$ cat config.mk
export PLATFORM = sky130hd
export DESIGN_NAME = ctrl_seq_unit_flat
export DESIGN_NICKNAME = d
export VERILOG_FILES = /design/src/rtl/ctrl_seq_unit_pkg.sv /design/src/rtl/ctrl_seq_unit_if.sv /design/src/rtl/ctrl_decode_rom.sv /design/src/rtl/ctrl_seq_unit.sv /design/src/flat_wrapper.sv
export SDC_FILE = /design/constraint.sdc
export NUM_CORES = 1
export LEC_CHECK = 0
export CAP_MARGIN = 40
export CELL_PAD_IN_SITES_DETAIL_PLACEMENT = 0
export CELL_PAD_IN_SITES_GLOBAL_PLACEMENT = 1
export CORE_AREA = 2 2 41 43
export DETAILED_ROUTE_END_ITERATION = 10
export DIE_AREA = 0 0 43 45
export DONT_BUFFER_PORTS = 1
export GPL_TIMING_DRIVEN = 0
export PLACE_DENSITY = 0.7
export SKIP_CTS_REPAIR_TIMING = 1
export SLEW_MARGIN = 20
export SYNTH_ARGS = -nofsm -noshare
export SYNTH_HDL_FRONTEND = slang
export SYNTH_SLANG_ARGS = --single-unit
$ cat constraint.sdc
create_clock -name clk -period 1.7 [get_ports clk]
set_input_delay 0.17 -clock clk [delete_from_list [all_inputs] [get_ports clk]]
set_output_delay 0.17 -clock clk [all_outputs]
set_load 0.1 [all_outputs]
$ cat src/rtl/ctrl_seq_unit_pkg.sv
// ctrl_pkg: opcode constants, PCSEL/WDSEL encodings and sequencer state type.
package ctrl_pkg;
    localparam logic [5:0] OP_LD  = 6'b011000;
    localparam logic [5:0] OP_ST  = 6'b011001;
    localparam logic [5:0] OP_JMP = 6'b011011;
    localparam logic [5:0] OP_BEQ = 6'b011101;
    localparam logic [5:0] OP_BNE = 6'b011110;
    localparam logic [5:0] OP_LDR = 6'b011111;
    localparam logic [3:0] NIB_MUL = 4'b0010;
    localparam logic [3:0] NIB_DIV = 4'b0011;
    localparam logic [2:0] PC_NEXT  = 3'd0;
    localparam logic [2:0] PC_BR    = 3'd1;
    localparam logic [2:0] PC_JMP   = 3'd2;
    localparam logic [2:0] PC_ILLOP = 3'd3;
    localparam logic [2:0] PC_XADR  = 3'd4;
    localparam logic [1:0] WD_PC  = 2'd0;
    localparam logic [1:0] WD_ALU = 2'd1;
    localparam logic [1:0] WD_MEM = 2'd2;
    typedef enum logic [1:0] {EXEC, MEM_WAIT, MD_WAIT} state_t;
endpackage

$ cat src/rtl/ctrl_seq_unit_if.sv
// ctrl_seq_unit_if: instruction/handshake inputs and datapath control outputs.
//   master: instruction register / datapath side; slave: the control sequencer.
interface ctrl_seq_unit_if #(
    parameter int OPCODE_W = 6,
    parameter int ALUFN_W  = 6,
    parameter int PCSEL_W  = 3
);
    logic [OPCODE_W-1:0] opcode;
    logic                instr_valid, z, irq, mem_ready, md_done;
    logic [PCSEL_W-1:0]  pcsel;
    logic                ra2sel, asel, bsel;
    logic [1:0]          wdsel;
    logic [ALUFN_W-1:0]  alufn;
    logic                wr, werf, wasel, md_start, stall;
    modport master (
        output opcode, instr_valid, z, irq, mem_ready, md_done,
        input  pcsel, ra2sel, asel, bsel, wdsel, alufn, wr, werf, wasel, md_start, stall
    );
    modport slave (
        input  opcode, instr_valid, z, irq, mem_ready, md_done,
        output pcsel, ra2sel, asel, bsel, wdsel, alufn, wr, werf, wasel, md_start, stall
    );
endinterface

$ cat src/rtl/ctrl_decode_rom.sv
// ctrl_decode_rom: combinational opcode decode into datapath fields plus a legal bit.
//   in: opcode_i; out: legal/class flags, mux selects, decoded wr/werf, alufn.
module ctrl_decode_rom
    import ctrl_pkg::*;
#(
    parameter int OPCODE_W = 6,
    parameter int ALUFN_W  = 6
) (
    input  logic [OPCODE_W-1:0] opcode_i,
    output logic                legal_o,
    output logic                is_mem_o,
    output logic                is_md_o,
    output logic                is_beq_o,
    output logic                is_bne_o,
    output logic                is_jmp_o,
    output logic                ra2sel_o,
    output logic                asel_o,
    output logic                bsel_o,
    output logic                wr_o,
    output logic                werf_o,
    output logic [1:0]          wdsel_o,
    output logic [ALUFN_W-1:0]  alufn_o
);
    logic [1:0] cls;
    logic [3:0] nib;
    logic       alu_op, ld, st, ldr;
    always_comb begin
        cls = opcode_i[OPCODE_W-1 -: 2];
        nib = opcode_i[3:0];
        // low nibbles 7, 11 and 15 are holes in both ALU groups
        alu_op = cls[1] && !(nib[1:0] == 2'b11 && nib[3:2] != 2'b00);
        ld = opcode_i == OPCODE_W'(OP_LD);
        st = opcode_i == OPCODE_W'(OP_ST);
        ldr = opcode_i == OPCODE_W'(OP_LDR);
        is_jmp_o = opcode_i == OPCODE_W'(OP_JMP);
        is_beq_o = opcode_i == OPCODE_W'(OP_BEQ);
        is_bne_o = opcode_i == OPCODE_W'(OP_BNE);
        legal_o = alu_op || ld || st || ldr || is_jmp_o || is_beq_o || is_bne_o;
        is_mem_o = ld || st || ldr;
        is_md_o = alu_op && (nib == NIB_MUL || nib == NIB_DIV);
        ra2sel_o = st;
        asel_o = ldr;
        bsel_o = (alu_op && cls[0]) || ld || st || ldr;
        wdsel_o = alu_op ? WD_ALU : (ld || ldr) ? WD_MEM : WD_PC;
        wr_o = st;
        werf_o = legal_o && !st;
        alufn_o = legal_o ? opcode_i[ALUFN_W-1:0] : '0;
    end
endmodule

$ cat src/rtl/ctrl_seq_unit.sv
// ctrl_seq_unit: stateful control sequencer with memory/MUL-DIV stalls, traps and IRQ entry.
//   clk, rst: clock and synchronous active-high reset; bus: slave side of ctrl_seq_unit_if.
module ctrl_seq_unit
    import ctrl_pkg::*;
#(
    parameter int OPCODE_W  = 6,
    parameter int ALUFN_W   = 6,
    parameter int PCSEL_W   = 3,
    parameter bit MULDIV_MC = 1'b1
) (
    input  logic           clk,
    input  logic           rst,
    ctrl_seq_unit_if.slave bus
);
    logic               d_legal, d_mem, d_md, d_beq, d_bne, d_jmp;
    logic               d_ra2sel, d_asel, d_bsel, d_wr, d_werf;
    logic [1:0]         d_wdsel;
    logic [ALUFN_W-1:0] d_alufn;
    state_t             state_q, state_d;
    logic               irq_q, irq_d, done;

    ctrl_decode_rom #(.OPCODE_W(OPCODE_W), .ALUFN_W(ALUFN_W)) u_rom (
        .opcode_i(bus.opcode), .legal_o(d_legal), .is_mem_o(d_mem), .is_md_o(d_md),
        .is_beq_o(d_beq), .is_bne_o(d_bne), .is_jmp_o(d_jmp), .ra2sel_o(d_ra2sel),
        .asel_o(d_asel), .bsel_o(d_bsel), .wr_o(d_wr), .werf_o(d_werf),
        .wdsel_o(d_wdsel), .alufn_o(d_alufn)
    );

    always_ff @(posedge clk) begin
        if (rst) begin
            state_q <= EXEC;
            irq_q   <= 1'b0;
        end else begin
            state_q <= state_d;
            irq_q   <= irq_d;
        end
    end

    always_comb begin
        state_d = state_q;
        irq_d = irq_q || bus.irq;
        done = (state_q == MEM_WAIT) ? bus.mem_ready : bus.md_done;
        bus.pcsel = d_jmp ? PCSEL_W'(PC_JMP) :
                    ((d_beq && bus.z) || (d_bne && !bus.z)) ? PCSEL_W'(PC_BR) : PCSEL_W'(PC_NEXT);
        bus.ra2sel = d_ra2sel;
        bus.asel = d_asel;
        bus.bsel = d_bsel;
        bus.wdsel = d_wdsel;
        bus.alufn = d_alufn;
        bus.wr = 1'b0;
        bus.werf = 1'b0;
        bus.wasel = 1'b0;
        bus.md_start = 1'b0;
        bus.stall = 1'b0;
        if (state_q != EXEC) begin
            // selects stay on the held instruction; the write fires only in the done cycle
            bus.stall = !done;
            bus.wr = done && d_wr;
            bus.werf = done && d_werf;
            state_d = done ? EXEC : state_q;
        end else if (bus.instr_valid && irq_q) begin
            bus.pcsel = PCSEL_W'(PC_XADR);
            bus.wasel = 1'b1;
            bus.wdsel = WD_PC;
            bus.werf = 1'b1;
            bus.ra2sel = 1'b0;
            bus.asel = 1'b0;
            bus.bsel = 1'b0;
            bus.alufn = '0;
            // a request arriving in the service cycle stays pending
            irq_d = bus.irq;
        end else if (bus.instr_valid && !d_legal) begin
            bus.pcsel = PCSEL_W'(PC_ILLOP);
            bus.wasel = 1'b1;
            bus.wdsel = WD_PC;
            bus.werf = 1'b1;
        end else if (bus.instr_valid && d_mem && !bus.mem_ready) begin
            bus.stall = 1'b1;
            state_d = MEM_WAIT;
        end else if (bus.instr_valid && d_md && MULDIV_MC) begin
            bus.md_start = 1'b1;
            bus.stall = 1'b1;
            state_d = MD_WAIT;
        end else if (bus.instr_valid) begin
            bus.wr = d_wr;
            bus.werf = d_werf;
        end
        if (rst) begin
            bus.pcsel = '0;
            bus.ra2sel = 1'b0;
            bus.asel = 1'b0;
            bus.bsel = 1'b0;
            bus.wdsel = '0;
            bus.alufn = '0;
            bus.wr = 1'b0;
            bus.werf = 1'b0;
            bus.wasel = 1'b0;
            bus.md_start = 1'b0;
            bus.stall = 1'b0;
        end
    end
endmodule

$ cat src/flat_wrapper.sv
// flat-port wrapper written by rule: the top's interface ports become plain ports
module ctrl_seq_unit_flat import ctrl_pkg::*;
#(
    parameter int OPCODE_W  = 6,
    parameter int ALUFN_W   = 6,
    parameter int PCSEL_W   = 3,
    parameter bit MULDIV_MC = 1'b1
)
  (clk, rst, bus_opcode, bus_instr_valid, bus_z, bus_irq, bus_mem_ready, bus_md_done, bus_pcsel, bus_ra2sel, bus_asel, bus_bsel, bus_wdsel, bus_alufn, bus_wr, bus_werf, bus_wasel, bus_md_start, bus_stall);
  ctrl_seq_unit_if #(.OPCODE_W(OPCODE_W), .ALUFN_W(ALUFN_W), .PCSEL_W(PCSEL_W)) bus_i ();
  input  logic clk;
  input  logic rst;
  input wire logic [$bits(bus_i.opcode)-1:0] bus_opcode;
  input wire logic [$bits(bus_i.instr_valid)-1:0] bus_instr_valid;
  input wire logic [$bits(bus_i.z)-1:0] bus_z;
  input wire logic [$bits(bus_i.irq)-1:0] bus_irq;
  input wire logic [$bits(bus_i.mem_ready)-1:0] bus_mem_ready;
  input wire logic [$bits(bus_i.md_done)-1:0] bus_md_done;
  output wire logic [$bits(bus_i.pcsel)-1:0] bus_pcsel;
  output wire logic [$bits(bus_i.ra2sel)-1:0] bus_ra2sel;
  output wire logic [$bits(bus_i.asel)-1:0] bus_asel;
  output wire logic [$bits(bus_i.bsel)-1:0] bus_bsel;
  output wire logic [$bits(bus_i.wdsel)-1:0] bus_wdsel;
  output wire logic [$bits(bus_i.alufn)-1:0] bus_alufn;
  output wire logic [$bits(bus_i.wr)-1:0] bus_wr;
  output wire logic [$bits(bus_i.werf)-1:0] bus_werf;
  output wire logic [$bits(bus_i.wasel)-1:0] bus_wasel;
  output wire logic [$bits(bus_i.md_start)-1:0] bus_md_start;
  output wire logic [$bits(bus_i.stall)-1:0] bus_stall;
  assign bus_i.opcode = bus_opcode;
  assign bus_i.instr_valid = bus_instr_valid;
  assign bus_i.z = bus_z;
  assign bus_i.irq = bus_irq;
  assign bus_i.mem_ready = bus_mem_ready;
  assign bus_i.md_done = bus_md_done;
  assign bus_pcsel = bus_i.pcsel;
  assign bus_ra2sel = bus_i.ra2sel;
  assign bus_asel = bus_i.asel;
  assign bus_bsel = bus_i.bsel;
  assign bus_wdsel = bus_i.wdsel;
  assign bus_alufn = bus_i.alufn;
  assign bus_wr = bus_i.wr;
  assign bus_werf = bus_i.werf;
  assign bus_wasel = bus_i.wasel;
  assign bus_md_start = bus_i.md_start;
  assign bus_stall = bus_i.stall;
  ctrl_seq_unit #(.OPCODE_W(OPCODE_W), .ALUFN_W(ALUFN_W), .PCSEL_W(PCSEL_W), .MULDIV_MC(MULDIV_MC)) u_core (.clk(clk), .rst(rst), .bus(bus_i));
endmodule
After elaboration in Yosys (flattened, before gate mapping)
Index checks and enable logic that the tools add are counted.

Equal/unequal tests: 13. Multiplexer cells: 63. Reductions and logical operators: 39.

Operators with widths (count): 1-bit 2-to-1 mux (42); 6-bit by 5-bit == test with 1-bit output (second input constant) (6); 2-bit 2-to-1 mux (12); 6-bit 2-to-1 mux (4); 1-bit logical OR (15); 3-bit 2-to-1 mux (5); 1-bit logical AND (14); 4-bit by 2-bit == test with 1-bit output (second input constant) (2); 1-bit logical NOT (6); 2-bit by 1-bit != test with 1-bit output (second input constant) (3); 4-bit AND reduction (1); 2-bit nonzero test (2); 3-bit nonzero test (1); 2-bit by 1-bit == test with 1-bit output (second input constant) (1); 2-bit == test (second input constant) (1).

Register bits: 3. Logic and storage cells: 117.

Longest topological paths before layout
Depth after elaboration: 18. Gate-level depth with buffers: 6.

Cells and area by module
From an unflattened synthesis, not the netlist that was laid out.

Cells, all modules: 111. Area total of the unflattened synthesis: 762.0 um^2.

Modules (own cells, without submodules): ctrl_seq_unit (times used 1, cells each 55, area an instance 420.4 um^2, sequential area each 60.1 um^2); ctrl_decode_rom (times used 1, cells each 56, area an instance 341.6 um^2, sequential area each 0.0 um^2).

Worst setup path before layout
No wires, ideal clock.

Path kind: flip-flop to output port. Start point: reg u_core.state_q[0]. End point: out bus_wr. Data arrival time: 3.040 ns. Path slack: -1.510 ns. Cell stages (with the launch flop): 6. Buffers on the path: 0. Path through: dfxtp_1 nor2_2 nand2_1 nor3b_1 a31oi_1 nor3_1.

Cells in the longest elaborated chain, start to end: 5.

RTL lines: start: declaration (line ctrl_seq_unit.sv:19) `state_t state_q, state_d;`; start signal: assignment (line ctrl_seq_unit.sv:34) `state_q <= state_d;`; 2-bit by 1-bit == test with 1-bit output (line ctrl_seq_unit.sv:42) `done = (state_q == MEM_WAIT) ? bus.mem_ready : bus.md_done;`; 1-bit 2-to-1 mux (line ctrl_seq_unit.sv:42); 1-bit logical AND (line ctrl_seq_unit.sv:58) `bus.wr = done && d_wr;`; 1-bit 2-to-1 mux (*) (line ctrl_seq_unit.sv:55) `if (state_q != EXEC) begin`; 1-bit 2-to-1 mux (*) (line ctrl_seq_unit.sv:88) `if (rst) begin`; end: declaration (line flat_wrapper.sv:25) `output wire logic [$bits(bus_i.wr)-1:0] bus_wr;`.

Every way passes the cells marked *; elsewhere a longest branch is shown, timed or not.

Worst setup path after layout
Start point: reg u_core.state_q[1]. End point: out bus_werf.

Cells in the longest elaborated chain, start to end: 5.

RTL lines: 2-bit by 1-bit == test with 1-bit output (line ctrl_seq_unit.sv:42); 1-bit 2-to-1 mux (line ctrl_seq_unit.sv:42); 1-bit logical AND (line ctrl_seq_unit.sv:59) `bus.werf = done && d_werf;`; 1-bit 2-to-1 mux (*) (line ctrl_seq_unit.sv:55); 1-bit 2-to-1 mux (*) (line ctrl_seq_unit.sv:88); end: declaration (line flat_wrapper.sv:26) `output wire logic [$bits(bus_i.werf)-1:0] bus_werf;`.

Marked as above.

==> impl_summary.txt <==
----------------------------------------------------
[Outcome]
  Result of the run ... finished with violations
  Violated checks ... negative setup slack

[Detailed routing]
  Via-per-instance ratio ... 6.08
  Met2 wire len ... 1.05 mm
  Detailed Routing Iterations Pass 1 ... 4
  Count of unresolved DRC violations after routing ... 0
  Antenna-violating nets left ... 0
  Vias ... about 710
  Wirelength, routed ... 1.90 mm
  Sum of routed wire segments on met1 ... approximately 750 µm
  Detailed router's first-iteration violation count ... 13
  Met3 wire length ... about 100 µm
  Post-detailed-route wirelength per cell ... about 16 µm
  DR top layer ... met3

[Placement]
  GP Congestion ... 0.723
  Post-DP HPWL ... 1.30 mm
  Cell area reported after detailed placement ... around 840 µm²
  Post-Place Setup Slack ... -0.313 ns
  Number of port buffers ... 0

[Power and ir drop]
  Portion of total power attributed to the clock network ... 0.238
  Sequential share of power ... 0.151
  Switch share ... 0.501
  Power Dens Cells ... around 480 nW/µm²
  Leak ... 0.000366 µW
  Comb pwr share ... 0.611
  Cell-internal power ... 252 µW
  Switching power ... about 250 µW
  IR drop worst, VDD ... between 500 and 600 µV

[Flow run]
  Count of maximum capacitance violations ... 0

[Global route]
  Antenna violations before repair ... 0
  Maximum number of pins on one net before global-route repair ... 11
  Overall fraction of global-route tracks in use ... 0.173
  Vias in the first global route ... between 600 and 700
  Global-route wire length before repair ... roughly 2.6 mm
  Total congestion overflow after global routing ... 0

[STA]
  Worst relative slew slack ... 0.462
  Final clock skew ... 0.000855 ns
  Final clock period utilization by the worst path ... 1.17
  Final worst path period need ... 1.99 ns
  Post-layout worst setup margin ... -0.292 ns
  Hold slack final ... around 0.066 ns
  Final Hold Violating Endpoints ... 0
  Pin slew with the least headroom to its limit ... just over 0.8 ns
  Number of setup violations in the final report ... 8
  Achievable frequency ... between 0.5 and 0.6 GHz
  Number of pins exceeding their max-slew limit in the final report ... 0
  Unrepaired setup endpoints after global routing ... yes

[CTS]
  TritonCTS clock tree ... yes
  Clock root buffer master ... clkbuf_4
  Htree depth ... 1
  Clock Pin Slew Worst Setup and Hold Paths ... about 0.04 ns
  Clock latency on the worst-skew pair ... 0.22 ns
  Clock sink total ... 3
  Clock tree buffer depth ... 2
  Total clock buffers created by CTS ... 3

[Yosys]
  Avg Synthesized Cell Area ... about 6.8 µm²
  Share of synthesized area occupied by flip-flops and latches ... 0.113
  Flip-flop and latch count after synthesis ... 3
  Cell type with the highest aggregate area in the netlist ... dfxtp_1
  Leading cell types by total area after synthesis ... dfxtp_1, nor2_1, nand2_1
  Number of synthesized flops with an enable pin ... 0
  Primary FF master, synth ... dfxtp_1
  Yosys warning total ... 0
  Most instantiated cells after synthesis ... nor2_1, nand2_1, a21oi_1
  Area fraction of the dominant cell type after synthesis ... 0.113
  Net count of the mapped netlist ... 91
  Fraction of synthesis flops using an asynchronous set or reset pin ... 0
  Post-synth cell types ... 34
  Combined area of all synthesized cells ... 531 µm²
  Cell with the most instances after synthesis ... nor2_1
  Post-synthesis instance total ... 78

[Layout]
  Count of fill cells added during filler insertion ... between 100 and 150
  Count of nets after finishing ... 115
  Layout cell share with drive strength beyond 1 ... 0.634
  Area growth from synthesis to layout ... 99.3%
  Final standard cell area without fillers ... 1060 µm²
  ANT cells ... 0

[Worst setup path]
  Capture point of the worst path ... bus_werf
  Required time at the endpoint of the critical path ... roughly 1.5 ns
  Worst setup slack for register-to-register paths ... between 0.4 and 0.5 ns
  Endpoint class of the critical path ... output pin
  Cell count of the worst reg-to-reg path ... 4
  Type of element launching the critical path ... flip-flop
  Arr. time, crit path ... approximately 1.8 ns
  Start point of the critical path ... u_core.state_q[1]
  Capture instance of the worst register-to-register path ... u_core.state_q[0]
  CP max FO ... 5
  Critical path start-end classification ... reg2out
  Crit Reg-Reg Startpoint ... u_core.irq_q

[Die]
  DIE AREA ... roughly 1900 µm²
  Die outline height ... ~45 µm
  Die X ... 43 µm
  Standard-cell rows ... 14
  IO Pins ... 32
  Area of the core ... ~1500 µm²
  Effective utilization at floorplan ... 0.361

[Hold path]
  Worst min-delay path class ... in2reg

----------------------------------------------------
metrics by stage:
step	utilization	TNS [ns]	instances	total power, µW
detailed placement	0.570	-0.937	104	346
finish	0.719	-1.28	117	505
floorplan	-	-2.32	78	308
CTS	0.588	-2.61	108	470
global route	0.719	-1.97	117	530
global placement	0.463	-4.14	94	324
per-layer routing:
metal,GRT usage,vias up
li1,-,339
met2,0.315,21
met3,0.0200,0
met4,0.0364,0
met1,0.223,351
met5,0,-
final cells by class:
cell class / instances / area [µm²] / share of cell area
plain buffers: 3 / 43.8 / 0.0414
inverters: 1 / 3.75 / 0.00355
flip-flops and latches: 3 / 62.6 / 0.0592
well taps: 16 / 20.0 / 0.0189
multi-input cells: 71 / 652 / 0.617
clock buffers: 4 / 26.3 / 0.0249
repair buffers: 19 / 249 / 0.236
power by group through the flow:
stage | sequential (µW) | clock (µW) | combinational (µW)
2_1_floorplan | 75.5 | 0 | 233
3_3_place_gp | 76.1 | 0 | 248
3_5_place_dp | 76.0 | 0 | 270
4_1_cts | 74.9 | 125 | 270
5_1_grt | 76.3 | 133 | 321
6_report | 76.1 | 120 | 309
cell families after synthesis:
logic type | synth area share
and+or+nand+nor | 0.493
AOI/OAI and AO/OA | 0.321
buffers and inverters | 0.0566
DFF | 0.113
xor gates and xnor gates | 0.0165
placed cells by master, fill, tap and decap left out, types with 3 or more instances in the layout:
cell type / synthesis / layout
nor2_2: 1 / 5
buf_8: 0 / 8
o21ai_2: 2 / 3
a21oi_4: 0 / 4
clkbuf_4: 0 / 3
nand2_1: 10 / 8
buf_12: 0 / 4
o21ai_0: 4 / 3
a21oi_1: 7 / 3
buf_4: 0 / 7
and3_4: 0 / 5
nor2_1: 12 / 6
nand3b_1: 3 / 3
sequential cells by signal (all words and copies together), names as in the netlist:
name            flops
u_core.irq_q        1
u_core.state_q      2
worst max-delay path, stage by stage (launching register included):
cell	delay, ns
dfxtp_2	0.34
nor2_4	0.18
nand2_4	0.09
nor3b_4	0.20
o211ai_1	0.17
a21oi_4	0.61
how the worst min path moves through the flow:
| stage | start | end | slack [ns] | depth (start not counted) |
|---|---|---|---|---|
| floorplan | bus_irq | u_core.irq_q | 0.29 | 2 |
| global route | bus_irq | u_core.irq_q | 0.08 | 2 |
| CTS | bus_irq | u_core.irq_q | 0.06 | 2 |
| global placement | bus_irq | u_core.irq_q | 0.29 | 2 |
| detailed placement | bus_irq | u_core.irq_q | 0.30 | 2 |
| finish | bus_irq | u_core.irq_q | 0.07 | 2 |
(Power assumes the default switching activity.)
